[src/rtl/if_id_stage_pkg.sv]
// Shared constants and types for the fetch/decode pipeline register:
// bubble encoding, instruction field positions, opcodes and the decoded-field payload.
package if_id_stage_pkg;

  localparam int unsigned XLEN_DEF      = 32;
  localparam int unsigned CNT_W_DEF     = 16;
  localparam int unsigned ILEN          = 32;
  localparam logic [31:0] NOP_INSTR_DEF = 32'h0000_0013;

  // Field bit positions within a 32-bit RV32I instruction word
  localparam int unsigned OPC_MSB = 6,  OPC_LSB = 0;
  localparam int unsigned RD_MSB  = 11, RD_LSB  = 7;
  localparam int unsigned F3_MSB  = 14, F3_LSB  = 12;
  localparam int unsigned RS1_MSB = 19, RS1_LSB = 15;
  localparam int unsigned RS2_MSB = 24, RS2_LSB = 20;
  localparam int unsigned F7_MSB  = 31, F7_LSB  = 25;

  localparam logic [6:0] OPC_LUI    = 7'h37;
  localparam logic [6:0] OPC_AUIPC  = 7'h17;
  localparam logic [6:0] OPC_JAL    = 7'h6F;
  localparam logic [6:0] OPC_JALR   = 7'h67;
  localparam logic [6:0] OPC_BRANCH = 7'h63;
  localparam logic [6:0] OPC_LOAD   = 7'h03;
  localparam logic [6:0] OPC_STORE  = 7'h23;
  localparam logic [6:0] OPC_OPIMM  = 7'h13;
  localparam logic [6:0] OPC_OP     = 7'h33;

  typedef struct packed {
    logic [6:0]  opcode;
    logic [4:0]  rd;
    logic [4:0]  rs1;
    logic [4:0]  rs2;
    logic [2:0]  funct3;
    logic [6:0]  funct7;
    logic [4:0]  iimm_shamt;
    logic [11:0] iimm;
    logic [11:0] simm;
    logic [11:0] bimm;
    logic [19:0] uimm;
    logic [19:0] jimm;
  } instr_fields_t;

endpackage

[src/rtl/if_id_stage_if.sv]
// Fetch-side inputs and decode-side outputs of the IF/ID pipeline register.
interface if_id_stage_if #(
  parameter int unsigned XLEN  = 32,
  parameter int unsigned CNT_W = 16
);
  logic [XLEN-1:0]  pc_in;
  logic [31:0]      instr_in;
  logic             fetch_valid;
  logic             stall;
  logic             flush;

  logic [XLEN-1:0]  pcD;
  logic [XLEN-1:0]  pc4D;
  logic [31:0]      instrD;
  logic             validD;
  logic [6:0]       opcodeD;
  logic [4:0]       rdD;
  logic [4:0]       rs1D;
  logic [4:0]       rs2D;
  logic [2:0]       funct3D;
  logic [6:0]       funct7D;
  logic [4:0]       iimm_shamtD;
  logic [11:0]      iimmD;
  logic [11:0]      simmD;
  logic [11:0]      bimmD;
  logic [19:0]      uimmD;
  logic [19:0]      jimmD;
  logic [CNT_W-1:0] stall_cnt;
  logic [CNT_W-1:0] flush_cnt;

  modport master (
    output pc_in, instr_in, fetch_valid, stall, flush,
    input  pcD, pc4D, instrD, validD, opcodeD, rdD, rs1D, rs2D, funct3D, funct7D,
           iimm_shamtD, iimmD, simmD, bimmD, uimmD, jimmD, stall_cnt, flush_cnt
  );

  modport slave (
    input  pc_in, instr_in, fetch_valid, stall, flush,
    output pcD, pc4D, instrD, validD, opcodeD, rdD, rs1D, rs2D, funct3D, funct7D,
           iimm_shamtD, iimmD, simmD, bimmD, uimmD, jimmD, stall_cnt, flush_cnt
  );
endinterface

[src/rtl/if_id_stage_fields.sv]
// Combinational slicer: instruction word -> register indices, function codes and raw
// immediate fields. Pure wiring, reusable by later stages for debug visibility.
module if_id_fields
  import if_id_stage_pkg::*;
(
  input  logic [ILEN-1:0] instr_i,
  output instr_fields_t   fields_o
);

  always_comb begin
    fields_o            = '0;
    fields_o.opcode     = instr_i[OPC_MSB:OPC_LSB];
    fields_o.rd         = instr_i[RD_MSB:RD_LSB];
    fields_o.rs1        = instr_i[RS1_MSB:RS1_LSB];
    fields_o.rs2        = instr_i[RS2_MSB:RS2_LSB];
    fields_o.funct3     = instr_i[F3_MSB:F3_LSB];
    fields_o.funct7     = instr_i[F7_MSB:F7_LSB];
    fields_o.iimm_shamt = instr_i[RS2_MSB:RS2_LSB];
    fields_o.iimm       = instr_i[31:20];
    fields_o.simm       = {instr_i[31:25], instr_i[11:7]};
    // Branch/jump immediates are scrambled in the encoding; reassemble in offset order
    fields_o.bimm       = {instr_i[31], instr_i[7], instr_i[30:25], instr_i[11:8]};
    fields_o.uimm       = instr_i[31:12];
    fields_o.jimm       = {instr_i[31], instr_i[19:12], instr_i[20], instr_i[30:21]};
  end

endmodule

[src/rtl/if_id_stage.sv]
// IF/ID pipeline register with stall/flush control, decoded field taps and
// saturating stall/flush event counters.
module if_id_stage
  import if_id_stage_pkg::*;
#(
  parameter int unsigned XLEN      = XLEN_DEF,
  parameter int unsigned CNT_W     = CNT_W_DEF,
  parameter logic [31:0] NOP_INSTR = NOP_INSTR_DEF
) (
  input logic          clk,
  input logic          rst,
  if_id_stage_if.slave bus
);

  logic [XLEN-1:0]  pc_q, pc_d;
  logic [XLEN-1:0]  pc4_q, pc4_d;
  logic [31:0]      instr_q, instr_d;
  logic             valid_q, valid_d;
  logic [CNT_W-1:0] stall_cnt_q, stall_cnt_d;
  logic [CNT_W-1:0] flush_cnt_q, flush_cnt_d;
  instr_fields_t    fields;

  // Next-state selection: flush beats stall beats load
  always_comb begin
    pc_d        = pc_q;
    pc4_d       = pc4_q;
    instr_d     = instr_q;
    valid_d     = valid_q;
    stall_cnt_d = stall_cnt_q;
    flush_cnt_d = flush_cnt_q;

    if (bus.flush) begin
      pc_d    = '0;
      pc4_d   = XLEN'(4);
      instr_d = NOP_INSTR;
      valid_d = 1'b0;
      if (flush_cnt_q != '1) flush_cnt_d = flush_cnt_q + CNT_W'(1);
    end else if (bus.stall) begin
      if (stall_cnt_q != '1) stall_cnt_d = stall_cnt_q + CNT_W'(1);
    end else begin
      pc_d    = bus.pc_in;
      pc4_d   = bus.pc_in + XLEN'(4);
      instr_d = bus.fetch_valid ? bus.instr_in : NOP_INSTR;
      valid_d = bus.fetch_valid;
    end
  end

  always_ff @(posedge clk) begin
    if (rst) begin
      pc_q        <= '0;
      pc4_q       <= XLEN'(4);
      instr_q     <= NOP_INSTR;
      valid_q     <= 1'b0;
      stall_cnt_q <= '0;
      flush_cnt_q <= '0;
    end else begin
      pc_q        <= pc_d;
      pc4_q       <= pc4_d;
      instr_q     <= instr_d;
      valid_q     <= valid_d;
      stall_cnt_q <= stall_cnt_d;
      flush_cnt_q <= flush_cnt_d;
    end
  end

  if_id_fields u_fields (
    .instr_i  (instr_q),
    .fields_o (fields)
  );

  assign bus.pcD         = pc_q;
  assign bus.pc4D        = pc4_q;
  assign bus.instrD      = instr_q;
  assign bus.validD      = valid_q;
  assign bus.stall_cnt   = stall_cnt_q;
  assign bus.flush_cnt   = flush_cnt_q;

  // Field taps come straight off the instruction register, so no input reaches them
  assign bus.opcodeD     = fields.opcode;
  assign bus.rdD         = fields.rd;
  assign bus.rs1D        = fields.rs1;
  assign bus.rs2D        = fields.rs2;
  assign bus.funct3D     = fields.funct3;
  assign bus.funct7D     = fields.funct7;
  assign bus.iimm_shamtD = fields.iimm_shamt;
  assign bus.iimmD       = fields.iimm;
  assign bus.simmD       = fields.simm;
  assign bus.bimmD       = fields.bimm;
  assign bus.uimmD       = fields.uimm;
  assign bus.jimmD       = fields.jimm;

endmodule
[src/flat_wrapper.sv]
// flat-port wrapper written by rule: the top's interface ports become plain ports
module if_id_stage_flat import if_id_stage_pkg::*;
#(
  parameter int unsigned XLEN      = XLEN_DEF,
  parameter int unsigned CNT_W     = CNT_W_DEF,
  parameter logic [31:0] NOP_INSTR = NOP_INSTR_DEF
)
  (clk, rst, bus_pc_in, bus_instr_in, bus_fetch_valid, bus_stall, bus_flush, bus_pcD, bus_pc4D, bus_instrD, bus_validD, bus_opcodeD, bus_rdD, bus_rs1D, bus_rs2D, bus_funct3D, bus_funct7D, bus_iimm_shamtD, bus_iimmD, bus_simmD, bus_bimmD, bus_uimmD, bus_jimmD, bus_stall_cnt, bus_flush_cnt);
  if_id_stage_if #(.XLEN(XLEN), .CNT_W(CNT_W)) bus_i ();
  input logic clk;
  input logic rst;
  input wire logic [$bits(bus_i.pc_in)-1:0] bus_pc_in;
  input wire logic [$bits(bus_i.instr_in)-1:0] bus_instr_in;
  input wire logic [$bits(bus_i.fetch_valid)-1:0] bus_fetch_valid;
  input wire logic [$bits(bus_i.stall)-1:0] bus_stall;
  input wire logic [$bits(bus_i.flush)-1:0] bus_flush;
  output wire logic [$bits(bus_i.pcD)-1:0] bus_pcD;
  output wire logic [$bits(bus_i.pc4D)-1:0] bus_pc4D;
  output wire logic [$bits(bus_i.instrD)-1:0] bus_instrD;
  output wire logic [$bits(bus_i.validD)-1:0] bus_validD;
  output wire logic [$bits(bus_i.opcodeD)-1:0] bus_opcodeD;
  output wire logic [$bits(bus_i.rdD)-1:0] bus_rdD;
  output wire logic [$bits(bus_i.rs1D)-1:0] bus_rs1D;
  output wire logic [$bits(bus_i.rs2D)-1:0] bus_rs2D;
  output wire logic [$bits(bus_i.funct3D)-1:0] bus_funct3D;
  output wire logic [$bits(bus_i.funct7D)-1:0] bus_funct7D;
  output wire logic [$bits(bus_i.iimm_shamtD)-1:0] bus_iimm_shamtD;
  output wire logic [$bits(bus_i.iimmD)-1:0] bus_iimmD;
  output wire logic [$bits(bus_i.simmD)-1:0] bus_simmD;
  output wire logic [$bits(bus_i.bimmD)-1:0] bus_bimmD;
  output wire logic [$bits(bus_i.uimmD)-1:0] bus_uimmD;
  output wire logic [$bits(bus_i.jimmD)-1:0] bus_jimmD;
  output wire logic [$bits(bus_i.stall_cnt)-1:0] bus_stall_cnt;
  output wire logic [$bits(bus_i.flush_cnt)-1:0] bus_flush_cnt;
  assign bus_i.pc_in = bus_pc_in;
  assign bus_i.instr_in = bus_instr_in;
  assign bus_i.fetch_valid = bus_fetch_valid;
  assign bus_i.stall = bus_stall;
  assign bus_i.flush = bus_flush;
  assign bus_pcD = bus_i.pcD;
  assign bus_pc4D = bus_i.pc4D;
  assign bus_instrD = bus_i.instrD;
  assign bus_validD = bus_i.validD;
  assign bus_opcodeD = bus_i.opcodeD;
  assign bus_rdD = bus_i.rdD;
  assign bus_rs1D = bus_i.rs1D;
  assign bus_rs2D = bus_i.rs2D;
  assign bus_funct3D = bus_i.funct3D;
  assign bus_funct7D = bus_i.funct7D;
  assign bus_iimm_shamtD = bus_i.iimm_shamtD;
  assign bus_iimmD = bus_i.iimmD;
  assign bus_simmD = bus_i.simmD;
  assign bus_bimmD = bus_i.bimmD;
  assign bus_uimmD = bus_i.uimmD;
  assign bus_jimmD = bus_i.jimmD;
  assign bus_stall_cnt = bus_i.stall_cnt;
  assign bus_flush_cnt = bus_i.flush_cnt;
  if_id_stage #(.XLEN(XLEN), .CNT_W(CNT_W), .NOP_INSTR(NOP_INSTR)) u_core (.clk(clk), .rst(rst), .bus(bus_i));
endmodule
[config.mk]
export PLATFORM = sky130hd
export DESIGN_NAME = if_id_stage_flat
export DESIGN_NICKNAME = d
export VERILOG_FILES = /design/src/rtl/if_id_stage_pkg.sv /design/src/rtl/if_id_stage_if.sv /design/src/rtl/if_id_stage_fields.sv /design/src/rtl/if_id_stage.sv /design/src/flat_wrapper.sv
export SDC_FILE = /design/constraint.sdc
export NUM_CORES = 1
export LEC_CHECK = 0
export ABC_CLOCK_PERIOD_IN_PS = 2700
export CORE_MARGIN = 5
export CORE_UTILIZATION = 35
export DETAILED_ROUTE_END_ITERATION = 10
export PLACE_DENSITY = 0.77
export SYNTH_ARGS = -nofsm -noshare
export SYNTH_HDL_FRONTEND = slang
export SYNTH_SLANG_ARGS = --single-unit
[constraint.sdc]
create_clock -name clk -period 2.7 [get_ports clk]
set_clock_uncertainty 0.1 [all_clocks]
set_input_delay 0.54 -clock clk [delete_from_list [all_inputs] [get_ports clk]]
set_output_delay 0.54 -clock clk [all_outputs]
set_load 0.03 [all_outputs]
==> After elaboration in Yosys (flattened, before gate mapping) <==
Index checks and enable logic that the tools add are counted.
{ "op_classes": {"addsub": 3, "eq_ne": 2, "muxes": 1, "bitwise_logic": 1, "reduce_logical": 3} }
{ "ops": {"columns": ["operator", "count"], "rows": [
  ["$add 16x1->16 const B", 2],
  ["$add 32x3->32 const B", 1],
  ["$mux 32", 1],
  ["$ne 16x16->1 const B", 2],
  ["$reduce_and 3->1", 1],
  ["$reduce_and 2->1", 1],
  ["$reduce_or 2->1", 1],
  ["$not 1->1", 1]
]} }
{ "word_totals": {"register_bits": 129, "input_bits": 69, "elab_cells": 16} }

==> Longest topological paths before layout <==
Gate-level depths: netlist of the first run.
{ "depth": {"depth_word": 2, "mapped_depth": 7} }

==> Hierarchy <==
Synthesis of the first run repeated with hierarchy kept, for this count alone.
{ "unflattened": {"hier_cells": 723, "area_unflattened_um2": 6249.7} }
{ "by_module_without_submodules": {"columns": ["module", "instances", "cells_per_inst", "area_each_um2"], "rows": [
  ["if_id_stage", 1, 610, 5401.4],
  ["if_id_fields", 1, 113, 848.3]
]} }

==> Least setup slack after synthesis of the first run <==
OpenSTA, ideal clock, no wires.
{ "synth_path": {"path_type": "input to register", "startpoint": "input port bus_pc_in[14]", "endpoint": "register u_core.pc4_q[31], in the netlist u_core.bus.pc4D[31]", "setup_ns": 0.121, "arrival_time_ns": 1.919, "required_ns": 2.479, "path_slack_ns": 0.560, "cell_stages": 5, "n_path_buf": 1, "path_cell_list": "buf_4 nand4_1 or4_1 nor3_1 mux2_2"} }
{ "synth_via": {"elab_chain_len": 1} }
{ "synth_lines": {"columns": ["item", "line_no", "source"], "rows": [
  ["start: declaration", "flat_wrapper.sv:12", "input wire logic [$bits(bus_i.pc_in)-1:0] bus_pc_in;"],
  ["$add 32x3->32", "if_id_stage.sv:42", "pc4_d = bus.pc_in + XLEN'(4);"],
  ["end signal: assignment", "if_id_stage.sv:58", "pc4_q <= pc4_d;"],
  ["end: declaration", "if_id_stage.sv:16", "logic [XLEN-1:0] pc4_q, pc4_d;"]
]} }
No other way between the ends.
A chain may end at the register's enable or synchronous reset.

==> Worst setup path in the final report of the first run <==
{ "layout_path": {"startpoint": "register u_core.instr_q[29], in the netlist u_core.bus.instrD[29]", "endpoint": "output port bus_jimmD[8]"} }
{ "layout_rtl": {"columns": ["item", "line_no", "source"], "rows": [
  ["start: declaration", "if_id_stage.sv:17", "logic [31:0] instr_q, instr_d;"],
  ["start signal: assignment", "if_id_stage.sv:59", "instr_q <= instr_d;"],
  ["end: declaration", "flat_wrapper.sv:32", "output wire logic [$bits(bus_i.jimmD)-1:0] bus_jimmD;"]
]} }
No word-level cell between the ends.

==> key figures, run 1 <==
Pwr
  • VDD IR-drop max: 0.414 mV
  • Leak Pwr: 3.43 nW
  • Pwr Density: 522 nW/um2

Setup path
  • CP max stage cell: clkdlybuf4s50_1
  • Crit. Startpoint: u_core.bus.instrD[29]$_SDFFE_PP0N_
  • Crit path launch type: register
  • CP Cell Sequence: clkdlybuf4s50_1
  • R2r startpoint: u_core.bus.flush_cnt[2]$_SDFFE_PP0P_
  • Levels on crit path: 1
  • CP arrival: 1.66 ns
  • Critical path buffers and inverters: 1
  • CP required: 2.06 ns
  • Critical path type: register to output port
  • Crit-path max FO: 8
  • CP endpoint: bus_jimmD[8]
  • Path depth of the worst reg2reg path: 4
  • FF-to-FF setup slack: between 0.6 and 0.7 ns
  • CP Capture Type: output port
  • Max stage delay on crit path: 0.74 ns
  • Reg-to-Reg End: u_core.bus.flush_cnt[15]$_SDFFE_PP0P_
  • Largest delay share family, worst path: buffers and inverters

Hold path
  • Hold Path Class: register to register
  • Worst hold path depth: 2
  • Hold path start: u_core.bus.pcD[21]$_SDFFE_PP0N_

Timing
  • Fmax: between 400 and 500 MHz
  • Setup_tns: 0 ns
  • Final Cycle Share: 0.852
  • Final Setup Violations: 0
  • Worst Tran Pin Value: 0.666 ns
  • Max-slew violation count: 0
  • Slew margin rel.: 0.550
  • RSZ-0062 raised after global routing: no
  • Final min period: 2.30 ns
  • Final Hold Viols: 0

Floorplanning
  • Die height: 145 um
  • # IOs: 311
  • Starting density of the core: 0.355
  • Core ar.: around 18000 um2
  • Die area: approximately 21000 um2
  • Num rows: 49
  • Die Wd: 145 um

Drt
  • Via count: 6103
  • Drt first pass iters: 5
  • Routed vias/inst: just over 5
  • Detailed Route Iter0 Violations: 372
  • Post-DRT Antenna Nets: 0
  • Post-route DRC: 0
  • Post-Route WL: 20200 um
  • Wire length per cell: about 17 um

Clock tree
  • CTS Root Cell: clkbuf_16
  • Worst-path clk slew: 0.06 ns
  • Num Clock Sinks: 127
  • H-tree levels: 4
  • Worst-case clock buffer depth: 2
  • CTS tree: built
  • Cts-stage hold buffer count: 0
  • Post-CTS setup buffers: 0
  • Post-CTS Resized: 0
  • TritonCTS Buffers: 17
  • Latest clock arrival within the worst-skew pair: 0.42 ns

GRT
  • Total GRT Usage: 0.180
  • Largest net degree at the start of global routing: 51
  • Initial antenna violation count: 0
  • Vias in the first global route: roughly 5700
  • First-pass GRT wire length: about 30000 um
  • Total grt overflow: 0

Placement
  • Final weighted congestion of routability-driven global placement: around 0.81
  • Dpl hpwl: roughly 15000 um
  • Buffers added on ports: 310

Yosys
  • Most used DFF post-synth: dfxtp_1
  • Sequential area share after synthesis: 0.400
  • Mapped Area: 6360 um2
  • Post-synth EDFFs: 0
  • Ys async rst share: 0
  • FF+latch count, synth: 127
  • Cells after Synth: between 700 and 800
  • Post-synth net total: 820
  • YS warnings: 0
  • Yosys cell types: between 50 and 60
  • Avg Synthesized Cell Area: between 8 and 9 um2

Final layout
  • N_diodes: 0
  • Area Overhead vs Synth: 51.7%
  • Reg area: about 2500 um2
  • Area of the multi-input gates: 2750 um2
  • Most frequent cells in the layout: 309 x clkdlybuf4s50_1, 127 x dfxtp_1, 76 x nor2_1, 42 x a21oi_1, 41 x nand2_1
  • Final core occ: 0.539
  • Filler Cells Inserted: roughly 1600
  • Layout cells sized above 1: 0.0917
  • Commonest non-fill, non-tap cell in the layout: clkdlybuf4s50_1
  • Fin nets: 1030

Outcome
  • Outcome: finished, final reports clean

Flow run
  • MaxCap Viol Count: 0
-- logic make-up after synthesis --
family                     count (synthesis)  share of synthesized area
and+or+nand+nor                          261                      0.213
buffers and inverters                    168                      0.169
AOI/OAI and AO/OA                        140                      0.138
DFF                                      127                      0.400
muxes                                     32                     0.0515
xor gates and xnor gates                  17                     0.0234
adders and majority gates                  3                    0.00590
-- routing by layer --
layer	vias to the layer above	wire length, um	share of wire	track usage
li1	2973	-	-	-
met1	2850	7680	0.38	0.204
met2	264	10100	0.50	0.323
met3	16	2140	0.11	0.0618
met4	0	239	0.012	0.0466
met5	-	0	0	0
-- worst min path at each step --
stage / slack [ns] / endpoint
after floorplan: 0.49 / u_core.bus.pc4D[4]$_SDFFE_PP0N_
after global placement: 0.35 / u_core.bus.pc4D[5]$_SDFFE_PP0N_
after detailed placement: 0.36 / u_core.bus.pcD[20]$_SDFFE_PP0N_
after CTS: 0.37 / u_core.bus.pcD[21]$_SDFFE_PP0N_
after global routing: 0.37 / u_core.bus.pcD[19]$_SDFFE_PP0N_
final: 0.36 / u_core.bus.pcD[21]$_SDFFE_PP0N_
-- registers in the layout, indices dropped and copies added, names as in the netlist --
register              count
u_core.bus.flush_cnt     16
u_core.bus.stall_cnt     16
u_core.bus.validD         1
u_core.bus.instrD        32
u_core.bus.pcD           30
u_core.bus.pc4D          32
-- through the flow --
stage                     hold WS (ns)  worst slack, ns  total power [mW]  area [um2]  std cells
after floorplan                  0.491            0.560              2.39        6360        748
after global placement           0.348            0.142              2.72        9040       1168
after detailed placement         0.356           0.0978              2.73        9040       1168
after CTS                        0.365            0.389              5.10        9650       1200
after global routing             0.374            0.323              5.23        9650       1200
final                            0.361            0.399              5.04        9650       1200
-- power by group --
| group | switching, mW | total [mW] | internal [mW] |
|---|---|---|---|
| Clock | 0.889 | 2.35 | 1.46 |
| Combinational | 0.397 | 0.723 | 0.326 |
| Sequential | 0.0398 | 1.96 | 1.92 |
| Total | 1.33 | 5.04 | 3.71 |
-- area by class of cell --
| type | instances | area share |
|---|---|---|
| tap | 229 | 0.0297 |
| clock buffer | 17 | 0.0441 |
| inverter | 9 | 0.00350 |
| sequential | 127 | 0.263 |
| timing repair buffer | 350 | 0.355 |
| clock inverter | 15 | 0.0191 |
| multi-input combinational | 453 | 0.285 |
-- synth_stat cells (2+ instances only) --
| cell | instances | area share |
|---|---|---|
| a311oi_1 | 3 | 0.0041 |
| buf_2 | 5 | 0.0039 |
| nand4_1 | 23 | 0.023 |
| a211oi_1 | 6 | 0.0071 |
| nor2b_1 | 10 | 0.0098 |
| nor4b_1 | 2 | 0.0028 |
| dfxtp_1 | 127 | 0.40 |
| nand2b_1 | 6 | 0.0059 |
| or4_1 | 9 | 0.011 |
| a31oi_1 | 4 | 0.0039 |
| nand2_1 | 41 | 0.024 |
| or3_2 | 2 | 0.0024 |
| a311o_1 | 2 | 0.0031 |
| and3_1 | 6 | 0.0059 |
| inv_1 | 9 | 0.0053 |
| mux2_2 | 6 | 0.011 |
| buf_1 | 3 | 0.0018 |
| o21ai_0 | 32 | 0.025 |
| ha_1 | 3 | 0.0059 |
| o31ai_1 | 8 | 0.0094 |
| or3_1 | 15 | 0.015 |
| a22oi_1 | 29 | 0.034 |
| or2_2 | 3 | 0.0030 |
| nand3_1 | 24 | 0.019 |
| xor2_1 | 9 | 0.012 |
| nor4_1 | 8 | 0.0079 |
| o22ai_1 | 3 | 0.0030 |
| xnor2_1 | 8 | 0.011 |
| and4_1 | 8 | 0.011 |
| a21oi_1 | 42 | 0.033 |
| nor3_1 | 18 | 0.014 |
| o2111ai_1 | 2 | 0.0028 |
| buf_4 | 116 | 0.14 |
| o211ai_1 | 2 | 0.0024 |
| clkbuf_1 | 35 | 0.021 |
| mux2i_1 | 26 | 0.041 |
| and2_1 | 3 | 0.0030 |
| nor2_1 | 77 | 0.045 |
Note: power is estimated with default switching activity, not from simulation.
==> run 2: changes to the inputs <==
--- a/config.mk
+++ b/config.mk
@@ -5,10 +5,11 @@
 export SDC_FILE = /design/constraint.sdc
 export NUM_CORES = 1
 export LEC_CHECK = 0
-export ABC_CLOCK_PERIOD_IN_PS = 2700
+export ABC_CLOCK_PERIOD_IN_PS = 2400
 export CORE_MARGIN = 5
 export CORE_UTILIZATION = 35
 export DETAILED_ROUTE_END_ITERATION = 10
+export GPL_TIMING_DRIVEN = 1
 export PLACE_DENSITY = 0.77
 export SYNTH_ARGS = -nofsm -noshare
 export SYNTH_HDL_FRONTEND = slang
==> constraint.sdc (replaced) <==
create_clock -name clk -period 2.4 [get_ports clk]
set_clock_uncertainty 0.1 [all_clocks]
set_input_delay 0.48 -clock clk [delete_from_list [all_inputs] [get_ports clk]]
set_output_delay 0.48 -clock clk [all_outputs]
set_load 0.03 [all_outputs]
==> run 2 against run 1 <==
Against the previous run: flip-flop and latch count is the same; first-iteration DRC count shrank 4.8%; hold slack lost 0.0035 ns; clock power grew 24%; critical path type unchanged; worst setup slack lost 0.23 ns.
==> key figures, run 2 (same netlist as run 1, synthesis figures left out) <==
Drt
  • Wire length per cell: 16.7 um (-0.64%)
  • Post-Route WL: 20300 um (+0.85%)
  • Routed vias/inst: 5.06 (-0.44%)
  • Drt first pass iters: 6 (+1)
  • Via count: 6167 (+1.0%)
  • Detailed Route Iter0 Violations: 354 (-4.8%)
  • Post-DRT Antenna Nets: 0 (unchanged)
  • Post-route DRC: 0 (unchanged)

Timing
  • Final Cycle Share: 0.931
  • Slew margin rel.: 0.518 (-0.0320)
  • Final Setup Violations: 0 (unchanged)
  • Max-slew violation count: 0 (unchanged)
  • Setup_tns: 0 ns (unchanged)
  • Final min period: around 2.2 ns
  • Fmax: 448 MHz
  • Final Hold Viols: 0 (unchanged)
  • RSZ-0062 raised after global routing: no
  • Worst Tran Pin Value: 0.713 ns (+0.0474 ns)

Setup path
  • Crit-path max FO: 8 (unchanged)
  • Max stage delay on crit path: 0.75 ns (about the same)
  • Crit path launch type: register
  • Largest delay share family, worst path: buffers and inverters
  • CP max stage cell: clkdlybuf4s50_1
  • CP Capture Type: output port
  • Critical path type: register to output port
  • Critical path buffers and inverters: 1 (unchanged)
  • CP required: 1.82 ns (-0.24 ns)
  • CP Cell Sequence: clkdlybuf4s50_1
  • CP arrival: 1.65 ns (about the same)

Outcome
  • Outcome: finished, final reports clean

Final layout
  • Reg area: 2540 um2 (unchanged)
  • Commonest non-fill, non-tap cell in the layout: clkdlybuf4s50_1
  • Fin nets: 1049 (+1.8%)
  • Filler Cells Inserted: 1616 (-1.1%)
  • Post-route design area: 9850 um2 (+2.1%)
  • Area Overhead vs Synth: 54.8%
  • N_diodes: 0 (unchanged)
  • Most frequent cells in the layout: 309 x clkdlybuf4s50_1, 127 x dfxtp_1, 76 x nor2_1, 58 x buf_4, 42 x a21oi_1
  • Layout cells sized above 1: 0.107 (+0.0155)
  • Area of the multi-input gates: 2750 um2 (unchanged)

Placement
  • Placed inst area: 9180 um2 (+1.6%)
  • Buffers added on ports: 310 (unchanged)
  • Final weighted congestion of routability-driven global placement: 0.840 (+3.9%)
  • Dpl hpwl: 15700 um (+2.4%)

Pwr
  • VDD IR-drop max: 0.471 mV (+14%)
  • Leak Pwr: 3.53 nW (+2.9%)
  • Pwr Density: 605 nW/um2 (+16%)

Clock tree
  • CTS Root Cell: clkbuf_16
  • Worst-case clock buffer depth: 2 (unchanged)
  • Post-CTS Resized: 0 (unchanged)
  • Cts-stage hold buffer count: 0 (unchanged)
  • CTS tree: built
  • Worst-path clk slew: 0.06 ns (about the same)
  • Num Clock Sinks: 127 (unchanged)
  • Post-CTS setup buffers: 0 (unchanged)
  • Latest clock arrival within the worst-skew pair: 0.41 ns (about the same)
  • TritonCTS Buffers: 17 (unchanged)
  • H-tree levels: 4 (unchanged)

GRT
  • Total GRT Usage: 0.184 (+0.00416)
  • Total grt overflow: 0 (unchanged)
  • Largest net degree at the start of global routing: 38 (-25%)
  • Vias in the first global route: 5754 (+1.5%)
  • Initial antenna violation count: 0 (unchanged)
  • First-pass GRT wire length: 30800 um (+2.6%)

Floorplanning
  • Die area: 21000 um2 (unchanged)
  • Num rows: 49 (unchanged)
  • Die Wd: 145 um (unchanged)
  • Die height: 145 um (unchanged)
  • Core ar.: 17900 um2 (unchanged)
  • # IOs: 311 (unchanged)
  • Starting density of the core: 0.355 (unchanged)

Flow run
  • MaxCap Viol Count: 0 (unchanged)

Hold path
  • Hold Path Class: register to register
## run 2: per-stage QoR
| step | power [mW] | hold WS, ns | worst slack [ns] | cells | util |
|---|---|---|---|---|---|
| 3_3_place_gp | 3.07 | 0.349 | -0.0720 | 1187 | 0.513 |
| 3_5_place_dp | 3.08 | 0.353 | -0.116 | 1187 | 0.513 |
| 6_report | 5.96 | 0.358 | 0.166 | 1218 | 0.550 |
| 2_1_floorplan | 2.69 | 0.491 | 0.317 | 748 | - |
| 5_1_grt | 6.17 | 0.377 | 0.0671 | 1218 | 0.550 |
| 4_1_cts | 6.02 | 0.360 | 0.138 | 1218 | 0.550 |
## run 2: tightest hold or removal path, stage by stage (launching register included)
cell and delay, ns:
dfxtp_1 0.31, nand2_1 0.06, a21oi_1 0.05
## run 2: layout make-up
| type | count | share of cell area |
|---|---|---|
| Clock buffer | 18 | 0.0436 |
| Clock inverter | 13 | 0.0240 |
| Inverter | 9 | 0.00343 |
| Multi-Input combinational cell | 453 | 0.279 |
| Sequential cell | 127 | 0.258 |
| Tap cell | 229 | 0.0291 |
| Timing Repair Buffer | 369 | 0.362 |
## run 2: final timing paths
path	cells after the start	start	slack, ns	endpoint
setup / recovery	1	u_core.bus.instrD[29]$_SDFFE_PP0N_	0.17	bus_jimmD[8]
setup reg to reg	4	u_core.bus.stall_cnt[9]$_SDFFE_PP0P_	0.39	u_core.bus.stall_cnt[0]$_SDFFE_PP0P_
hold reg to reg	2	u_core.bus.pc4D[6]$_SDFFE_PP0N_	0.36	u_core.bus.pc4D[6]$_SDFFE_PP0N_
hold / removal	2	u_core.bus.pc4D[6]$_SDFFE_PP0N_	0.36	u_core.bus.pc4D[6]$_SDFFE_PP0N_
## run 2: per-layer routing
layer / track usage / wire (um) / part of all wire / vias up
met5: 0 / 0 / 0 / -
met4: 0.0677 / 473 / 0.023 / 0
met3: 0.0523 / 1950 / 0.096 / 26
met2: 0.325 / 10000 / 0.49 / 268
met1: 0.212 / 7890 / 0.39 / 2865
li1: - / - / - / 3008
## run 2: power by group
part	internal (mW)	leakage, nW	switching, mW	total [mW]
combinational	0.377	2.19	0.452	0.829
sequential	2.16	1.03	0.0440	2.21
clock	1.95	0.309	0.972	2.92
==> run 3: changes to the inputs <==
--- a/config.mk
+++ b/config.mk
@@ -11,6 +11,7 @@
 export DETAILED_ROUTE_END_ITERATION = 10
 export GPL_TIMING_DRIVEN = 1
 export PLACE_DENSITY = 0.77
+export SLEW_MARGIN = 20
 export SYNTH_ARGS = -nofsm -noshare
 export SYNTH_HDL_FRONTEND = slang
 export SYNTH_SLANG_ARGS = --single-unit
==> results of run 3 <==
The final DEF is identical to that of run 2; final timing and power are the same.
